**config.mk**
```make
export PLATFORM = sky130hd
export DESIGN_NAME = blinker_nios2_proc_oci_dct_packer_flat
export DESIGN_NICKNAME = d
export VERILOG_FILES = /design/src/rtl/blinker_nios2_proc_oci_dct_packer_if.sv /design/src/rtl/blinker_nios2_proc_oci_dct_packer.sv /design/src/flat_wrapper.sv
export SDC_FILE = /design/constraint.sdc
export NUM_CORES = 1
export LEC_CHECK = 0
export CORE_ASPECT_RATIO = 2
export CORE_MARGIN = 1
export CORE_UTILIZATION = 30
export CTS_CLUSTER_SIZE = 40
export DETAILED_ROUTE_END_ITERATION = 6
export GPL_TIMING_DRIVEN = 0
export HOLD_SLACK_MARGIN = 0.05
export PLACE_DENSITY_LB_ADDON = 0.08
export RECOVER_POWER = 25
export SLEW_MARGIN = 15
export SYNTH_ARGS = -nofsm -noshare
export SYNTH_HDL_FRONTEND = slang
export SYNTH_SLANG_ARGS = --single-unit
```
**constraint.sdc**
```tcl
create_clock -name clk -period 4.2 [get_ports clk]
set_input_delay 0.63 -clock clk [delete_from_list [all_inputs] [get_ports clk]]
set_output_delay 0.63 -clock clk [all_outputs]
set_load 0.03 [all_outputs]
```
**src/rtl/blinker_nios2_proc_oci_dct_packer_if.sv**
```systemverilog
// Frame handshake between the DCT packer and the trace-FIFO consumer.
// A frame transfers on any rising edge where frame_valid & frame_ready; the
// producer holds frame_data/frame_valid stable while frame_valid & ~frame_ready.
interface blinker_nios2_proc_oci_dct_packer_if #(
    parameter int DW = 34
);
    logic          frame_valid;
    logic          frame_ready;
    logic [DW-1:0] frame_data;

    modport master (
        output frame_valid,
        output frame_data,
        input  frame_ready
    );

    modport slave (
        input  frame_valid,
        input  frame_data,
        output frame_ready
    );
endinterface

```
**src/rtl/blinker_nios2_proc_oci_dct_packer.sv**
```systemverilog
// Packs 2-bit DCT codes into a SLOTS-deep shift buffer and emits {count, buffer}
// frames when the buffer fills or a flush is requested.
module blinker_nios2_proc_oci_dct_packer #(
    parameter int SLOTS = 15
) (
    input  logic                 clk,
    input  logic                 reset_n,
    input  logic                 trc_on,
    input  logic                 dct_valid,
    input  logic [1:0]           dct_code,
    input  logic                 flush,
    blinker_nios2_proc_oci_dct_packer_if.master frm,
    output logic [2*SLOTS-1:0]   dct_buffer,
    output logic [3:0]           dct_count,
    output logic                 overflow
);
    localparam int BW = 2 * SLOTS;
    localparam logic [3:0] FULL = 4'(SLOTS);

    logic [BW-1:0]   buf_q, buf_d;
    logic [3:0]      cnt_q, cnt_d;
    logic            ovf_q, ovf_d;
    logic            flush_pend_q, flush_pend_d;
    logic            frame_valid_q, frame_valid_d;
    logic [BW+3:0]   frame_data_q, frame_data_d;

    logic            ins;
    logic            drop;
    logic [BW+1:0]   shifted;
    logic [BW-1:0]   next_buf;
    logic [3:0]      next_cnt;
    logic            slot_free;
    logic            emit;

    always_comb begin
        ins       = dct_valid & trc_on & (cnt_q < FULL);
        drop      = dct_valid & trc_on & (cnt_q == FULL);
        // Newest code enters at [1:0]; the oldest drifts towards the MSBs.
        shifted   = {buf_q, dct_code};
        next_buf  = ins ? shifted[BW-1:0] : buf_q;
        next_cnt  = ins ? (cnt_q + 4'd1) : cnt_q;
        slot_free = ~frame_valid_q | frm.frame_ready;
        emit      = slot_free &
                    ((next_cnt == FULL) | ((flush | flush_pend_q) & (next_cnt != 4'd0)));
    end

    always_comb begin
        buf_d         = next_buf;
        cnt_d         = next_cnt;
        ovf_d         = ovf_q | drop;
        flush_pend_d  = flush_pend_q;
        frame_valid_d = frame_valid_q;
        frame_data_d  = frame_data_q;

        // A flush against an empty buffer has nothing to carry, so it is dropped.
        if (emit || (next_cnt == 4'd0)) begin
            flush_pend_d = 1'b0;
        end else if (flush) begin
            flush_pend_d = 1'b1;
        end

        if (emit) begin
            frame_data_d  = {next_cnt, next_buf};
            frame_valid_d = 1'b1;
            buf_d         = '0;
            cnt_d         = 4'd0;
        end else if (frame_valid_q && frm.frame_ready) begin
            frame_valid_d = 1'b0;
        end
    end

    always_ff @(posedge clk or negedge reset_n) begin
        if (!reset_n) begin
            buf_q         <= '0;
            cnt_q         <= 4'd0;
            ovf_q         <= 1'b0;
            flush_pend_q  <= 1'b0;
            frame_valid_q <= 1'b0;
            frame_data_q  <= '0;
        end else begin
            buf_q         <= buf_d;
            cnt_q         <= cnt_d;
            ovf_q         <= ovf_d;
            flush_pend_q  <= flush_pend_d;
            frame_valid_q <= frame_valid_d;
            frame_data_q  <= frame_data_d;
        end
    end

    assign frm.frame_valid = frame_valid_q;
    assign frm.frame_data  = frame_data_q;
    assign dct_buffer      = buf_q;
    assign dct_count       = cnt_q;
    assign overflow        = ovf_q;
endmodule
```
**src/flat_wrapper.sv**
```systemverilog
// flat-port wrapper written by rule: the top's interface ports become plain ports
module blinker_nios2_proc_oci_dct_packer_flat 
#(
    parameter int SLOTS = 15
)
  (clk, reset_n, trc_on, dct_valid, dct_code, flush, dct_buffer, dct_count, overflow, frm_frame_valid, frm_frame_data, frm_frame_ready);
  blinker_nios2_proc_oci_dct_packer_if frm_i ();
  input  logic clk;
  input  logic reset_n;
  input  logic trc_on;
  input  logic dct_valid;
  input  logic [1:0] dct_code;
  input  logic flush;
  output logic [2*SLOTS-1:0] dct_buffer;
  output logic [3:0] dct_count;
  output logic overflow;
  output wire logic [$bits(frm_i.frame_valid)-1:0] frm_frame_valid;
  output wire logic [$bits(frm_i.frame_data)-1:0] frm_frame_data;
  input wire logic [$bits(frm_i.frame_ready)-1:0] frm_frame_ready;
  assign frm_frame_valid = frm_i.frame_valid;
  assign frm_frame_data = frm_i.frame_data;
  assign frm_i.frame_ready = frm_frame_ready;
  blinker_nios2_proc_oci_dct_packer #(.SLOTS(SLOTS)) u_core (.clk(clk), .reset_n(reset_n), .trc_on(trc_on), .dct_valid(dct_valid), .dct_code(dct_code), .flush(flush), .frm(frm_i), .dct_buffer(dct_buffer), .dct_count(dct_count), .overflow(overflow));
endmodule
```
Yosys cells after proc, flatten, opt, wreduce, memory -nomap -nowiden
Index checks and enable logic that the tools add are counted.
Widths: inputs -> output; s select.
Operators by class
  eq/ne operators: 2
  reduce and logical (&&, ||, !) cells: 6
  div/mod/pow operators: 0
  $add $sub $neg: 1
  order comparisons: 1
  multipliers: 0
  shifts and indexed selects: 0
  multiplexer cells: 8
  bitwise logic cells: 10
Operators with widths (count)
  $mux 30: 2
  $eq 4x4->1 const B: 2
  $mux 4: 2
  $and 1x1->1: 5
  $add 4x1->4 const B: 1
  $logic_not 4->1: 1
  $lt 4x4->1 const B: 1
  $mux 1: 4
  $or 1x1->1: 4
  $reduce_bool 2->1: 2
  $reduce_bool 4->1: 1
  $logic_and 1x1->1: 1
  $logic_or 1x1->1: 1
  $not 1->1: 1
Storage, ports and cells
  output and inout bits: 70
  bits of input ports: 8
  memory bits (writable): 0
  memories: 0
  register bits: 71
  memory bits (read-only): 0
  bits in latches: 0
  word-level logic and storage cells: 34

Logic depth before layout (Yosys ltp)
  depth in word-level cells: 9
  depth in mapped cells: 9
  gate-level depth less buffers: 7

Worst setup path before layout
OpenSTA, ideal clock, no wires.
  path kind: reg-to-reg
  start point: register u_core.cnt_q[1] (netlist: u_core.dct_count[1])
  end point: register u_core.frame_data_q[33] (netlist: u_core.frm.frame_data[33])
  setup slack: 1.921 ns
  clock period less this slack: 2.279 ns
  stages on the path, launching flop included: 9
  required time: 4.075 ns
  setup time: 0.125 ns
  buffers on the path: 1
  arrival: 2.154 ns
  cell sequence: dfrtp_1 > ha_1 > nand3_1 > nand3_1 > mux2i_1 > a32oi_1 > a21oi_2 > buf_6 > mux2_4
Between the ends
  word-level cells in the longest chain between the ends: 7
  elaborated cells between the ends (all ways): 9
  classes of those cells: add/sub: 1; order compare: 1; eq/ne: 1; mux: 1; bitwise: 4; reduce/logical: 1
Ends and longest elaborated chain
  start, declared: line blinker_nios2_proc_oci_dct_packer.sv:21  | logic [3:0] cnt_q, cnt_d;
  start signal, assigned: line blinker_nios2_proc_oci_dct_packer.sv:82  | cnt_q <= cnt_d;
  $lt 4x4->1: line blinker_nios2_proc_oci_dct_packer.sv:36  | ins = dct_valid & trc_on & (cnt_q < FULL);
  $and 1x1->1: line blinker_nios2_proc_oci_dct_packer.sv:36
  $mux 4 *: line blinker_nios2_proc_oci_dct_packer.sv:41  | next_cnt = ins ? (cnt_q + 4'd1) : cnt_q;
  $reduce_bool 4->1: line blinker_nios2_proc_oci_dct_packer.sv:44  | ((next_cnt == FULL) | ((flush | flush_pend_q) & (next_cnt != 4'd0)));
  $and 1x1->1: line blinker_nios2_proc_oci_dct_packer.sv:44
  $or 1x1->1: line blinker_nios2_proc_oci_dct_packer.sv:44
  $and 1x1->1: line blinker_nios2_proc_oci_dct_packer.sv:43  | emit = slot_free &
  end signal, assigned: line blinker_nios2_proc_oci_dct_packer.sv:86  | frame_data_q <= frame_data_d;
  end, declared: line blinker_nios2_proc_oci_dct_packer.sv:25  | logic [BW+3:0] frame_data_q, frame_data_d;
Mark *: on every way between the ends. The rest lies on a longest branch, timed or not.
A chain may end at the register's enable or synchronous reset.

Worst setup path after layout
  start point: input trc_on
  end point: register u_core.buf_q[23] (netlist: u_core.dct_buffer[23])
Between the ends
  word-level cells in the longest chain between the ends: 8
  elaborated cells between the ends (all ways): 10
  classes of those cells: eq/ne: 1; mux: 3; bitwise: 5; reduce/logical: 1
Ends and longest elaborated chain
  start, declared: line flat_wrapper.sv:10  | input logic trc_on;
  $and 1x1->1 * (2 in series): line blinker_nios2_proc_oci_dct_packer.sv:36
  $mux 4: line blinker_nios2_proc_oci_dct_packer.sv:41
  $reduce_bool 4->1: line blinker_nios2_proc_oci_dct_packer.sv:44
  $and 1x1->1: line blinker_nios2_proc_oci_dct_packer.sv:44
  $or 1x1->1: line blinker_nios2_proc_oci_dct_packer.sv:44
  $and 1x1->1: line blinker_nios2_proc_oci_dct_packer.sv:43
  $mux 30 *: line blinker_nios2_proc_oci_dct_packer.sv:62  | if (emit) begin
  via u_core.buf_d[23]: line blinker_nios2_proc_oci_dct_packer.sv:20  | logic [BW-1:0] buf_q, buf_d;
  end signal, assigned: line blinker_nios2_proc_oci_dct_packer.sv:81  | buf_q <= buf_d;
  end, declared: line blinker_nios2_proc_oci_dct_packer.sv:20
The timed path passes the listed nets; every way through them passes the cells marked *.

==> flow_summary.json <==
{
  "critPathLaunch": "trc_on",
  "setup_ws_ns": 1.66,
  "worstHoldPathCells": 1,
  "antenna_cells": 0,
  "cp-endpoint": "u_core.dct_buffer[23]",
  "grt_usage_pct": 15.0,
  "fmax_mhz": 393,
  "rr_worst_depth": 9,
  "cts.sinks": 71,
  "drive_gt1_share_pct": 8.93,
  "cts_tree": "built",
  "post_cts_buffers": 0,
  "grt.overflow.total": 0,
  "crit_type": "in2reg",
  "clk_pin_slew_worst_paths_ns": 0.06,
  "yosys_warnings": 0,
  "initial_core_util_pct": 31.2,
  "skew_ns": 0.00489,
  "crit_buf_inv": 3,
  "dpl.hpwl_mm": 4.82,
  "p_leak_nw": 2.03,
  "rsz0062_at_grt": "no",
  "synth_fp_nets": 251,
  "routabilityCongestion": 0.763,
  "required_ns": 4.41,
  "synth_top_area_share_pct": 60.3,
  "cpPeakStageDelay_ns": 0.55,
  "hold_viol": 0,
  "worst_pin_slew_ns": 1.24,
  "worstHoldPathType": "reg2reg",
  "ys_seq_area_share_pct": 60.3,
  "critPathArrivalTime_ns": 2.76,
  "grt_pass1_wl_mm": 11.3,
  "end_kind": "flop",
  "die_w_um": 72.1,
  "final_util_pct": 44.6,
  "drc": 0,
  "ys_seq_elements": 71,
  "viasPerCell": 4.43,
  "powerDensity_nw_per_um2": 573,
  "coreArea_um2": 9450,
  "die_h_um": 142,
  "status": "complete, no violations",
  "crit_path_start_kind": "primary input",
  "setup_viol": 0,
  "slew_viol_final": 0,
  "fill_cells": 908,
  "period_share_pct": 60.6,
  "path_max_fanout": 10,
  "holdWs_ns": 0.481,
  "cp_slowest_cell": "clkdlybuf4s50_1",
  "dp_worst_setup_slack_ns": 1.26,
  "hp-start": "u_core.overflow",
  "rr_endpoint": "u_core.dct_buffer[23]",
  "regToRegSetupSlack_ns": 1.69,
  "die_area_um2": 10200,
  "io_pins": 78,
  "rows": 50,
  "dp.cells": 450,
  "final_cells": 466,
  "grt_pass1_vias": 2166,
  "cp.depth": 8,
  "cts_made_buffers": 9,
  "ant_nets": 0,
  "ir_drop_mv": 0.287,
  "root_buffer": "clkbuf_16",
  "drt-initial-drc-count": 63,
  "wl_per_cell_um": 15.0,
  "port_buffers": 77,
  "antenna_found_initial": 0,
  "total_power_mw": 2.41,
  "htree_levels": 3,
  "postCtsHoldBufs": 0,
  "yosys-top-cells-area": "dfrtp_1, mux2i_1, inv_1",
  "synth_cells": 242,
  "fin_nets": 340,
  "synth_cell_types": 26,
  "synth_top_cell_by_area": "dfrtp_1",
  "routed-via-count": 2063,
  "clk_latency_ns": 0.33,
  "syn_area_per_cell_um2": 12.2,
  "syn_area_um2": 2940,
  "post_cts_resized": 0,
  "timing.slew.headroom_pct": 17.3,
  "grt_max_degree": 53,
  "period_needed_ns": 2.54,
  "path_cells": "clkdlybuf4s50_1 -> nand3_1 -> mux2i_1 -> a32oi_1 -> a21oi_2 -> buf_6 -> buf_2 -> nor2_1",
  "drt-pass1-iter-count": 4,
  "crit_family": "buffers and inverters",
  "clock_path_buffers": 2,
  "cap_viol_max_count": 0,
  "area_growth_pct": 43.0,
  "rr_startpoint": "u_core.dct_count[0]",
  "routed_wl_mm": 6.99
}
-- worst reg2reg max path: stages, from the launching register on --
cell and delay (ns):
dfrtp_1 0.42, ha_1 0.26, nand3_1 0.14, nand3_1 0.34, mux2i_1 0.26, a32oi_1 0.14
a21oi_2 0.26, buf_6 0.22, buf_2 0.26, nor2_1 0.09
-- final cells by class --
class	instances	area [µm²]	share of cell area [%]
inverters	36	135	3.21
flip-flops and latches	71	1780	42.2
multi-input cells	125	971	23.1
well taps	130	163	3.86
clock buffers	13	270	6.42
repair buffers	78	792	18.8
plain buffers	10	61.3	1.46
clock inverters	3	40.0	0.951
-- sequential cells by signal (all words and copies together), names as in the netlist --
name / count
u_core.flush_pend_q: 1
u_core.overflow: 1
u_core.frm.frame_data: 34
u_core.dct_count: 4
u_core.dct_buffer: 30
u_core.frm.frame_valid: 1
-- power by group --
part	leakage, nW	internal [mW]	switching [mW]	total, mW
registers	0.976	0.773	0.0688	0.842
clock network	0.156	0.507	0.287	0.793
logic	0.901	0.315	0.461	0.776
total	2.03	1.59	0.817	2.41
-- kinds of logic (layout without fill, tap and decap cells) --
kind of cell,after synthesis,after routing,share of synthesized area (%)
buffers and inverters,46,140,6.67
DFF,71,71,60.3
AOI/OAI and AO/OA,7,7,1.87
xor gates and xnor gates,1,1,0.298
muxes,68,68,23.4
adders and majority gates,1,1,0.425
and+or+nand+nor,48,48,7.01
-- Yosys cell counts (all sizes together) --
library cell,number
nor3,2
buf,8
dfrtp,71
inv,36
a311oi,1
o21bai,1
a21oi,1
or2,1
nand3,4
nand2b,1
nor4,1
nand2,4
xnor2,1
nor2,34
ha,1
o221ai,1
mux2i,65
a32oi,1
nor4b,1
clkbuf,2
mux2,3
o21a,1
o21ai,1
-- through the flow --
step / TNS, ns / area, µm²
6_report: 0 / 4210
5_1_grt: 0 / 4210
4_1_cts: 0 / 4210
3_5_place_dp: 0 / 3900
3_3_place_gp: -9.03 / 3880
2_1_floorplan: 0 / 2940
-- metal layers --
| layer | up-vias | global-route usage [%] | wire [µm] |
|---|---|---|---|
| met5 | - | 0 | 0 |
| met4 | 0 | 7.43 | 150 |
| met3 | 13 | 3.90 | 274 |
| met2 | 47 | 25.2 | 3700 |
| met1 | 1029 | 17.5 | 2870 |
| li1 | 974 | - | - |
-- worst min path at each step --
stage,end
after global routing,u_core.overflow
final,u_core.overflow
after CTS,u_core.frm.frame_data[2]
after detailed placement,u_core.overflow
after global placement,u_core.overflow
after floorplan,u_core.dct_buffer[0]
-- layout by cell type (no fill, tap or decap), drive strengths merged, types with 3 or more instances in the layout --
cell / Yosys / final
buf: 8 / 9
clkbuf: 2 / 16
clkdlybuf4s50: 0 / 76
dfrtp: 71 / 71
inv: 36 / 36
mux2: 3 / 3
mux2i: 65 / 65
nand2: 4 / 4
nand3: 4 / 4
nor2: 34 / 34
Note: power is estimated with default switching activity, not from simulation.
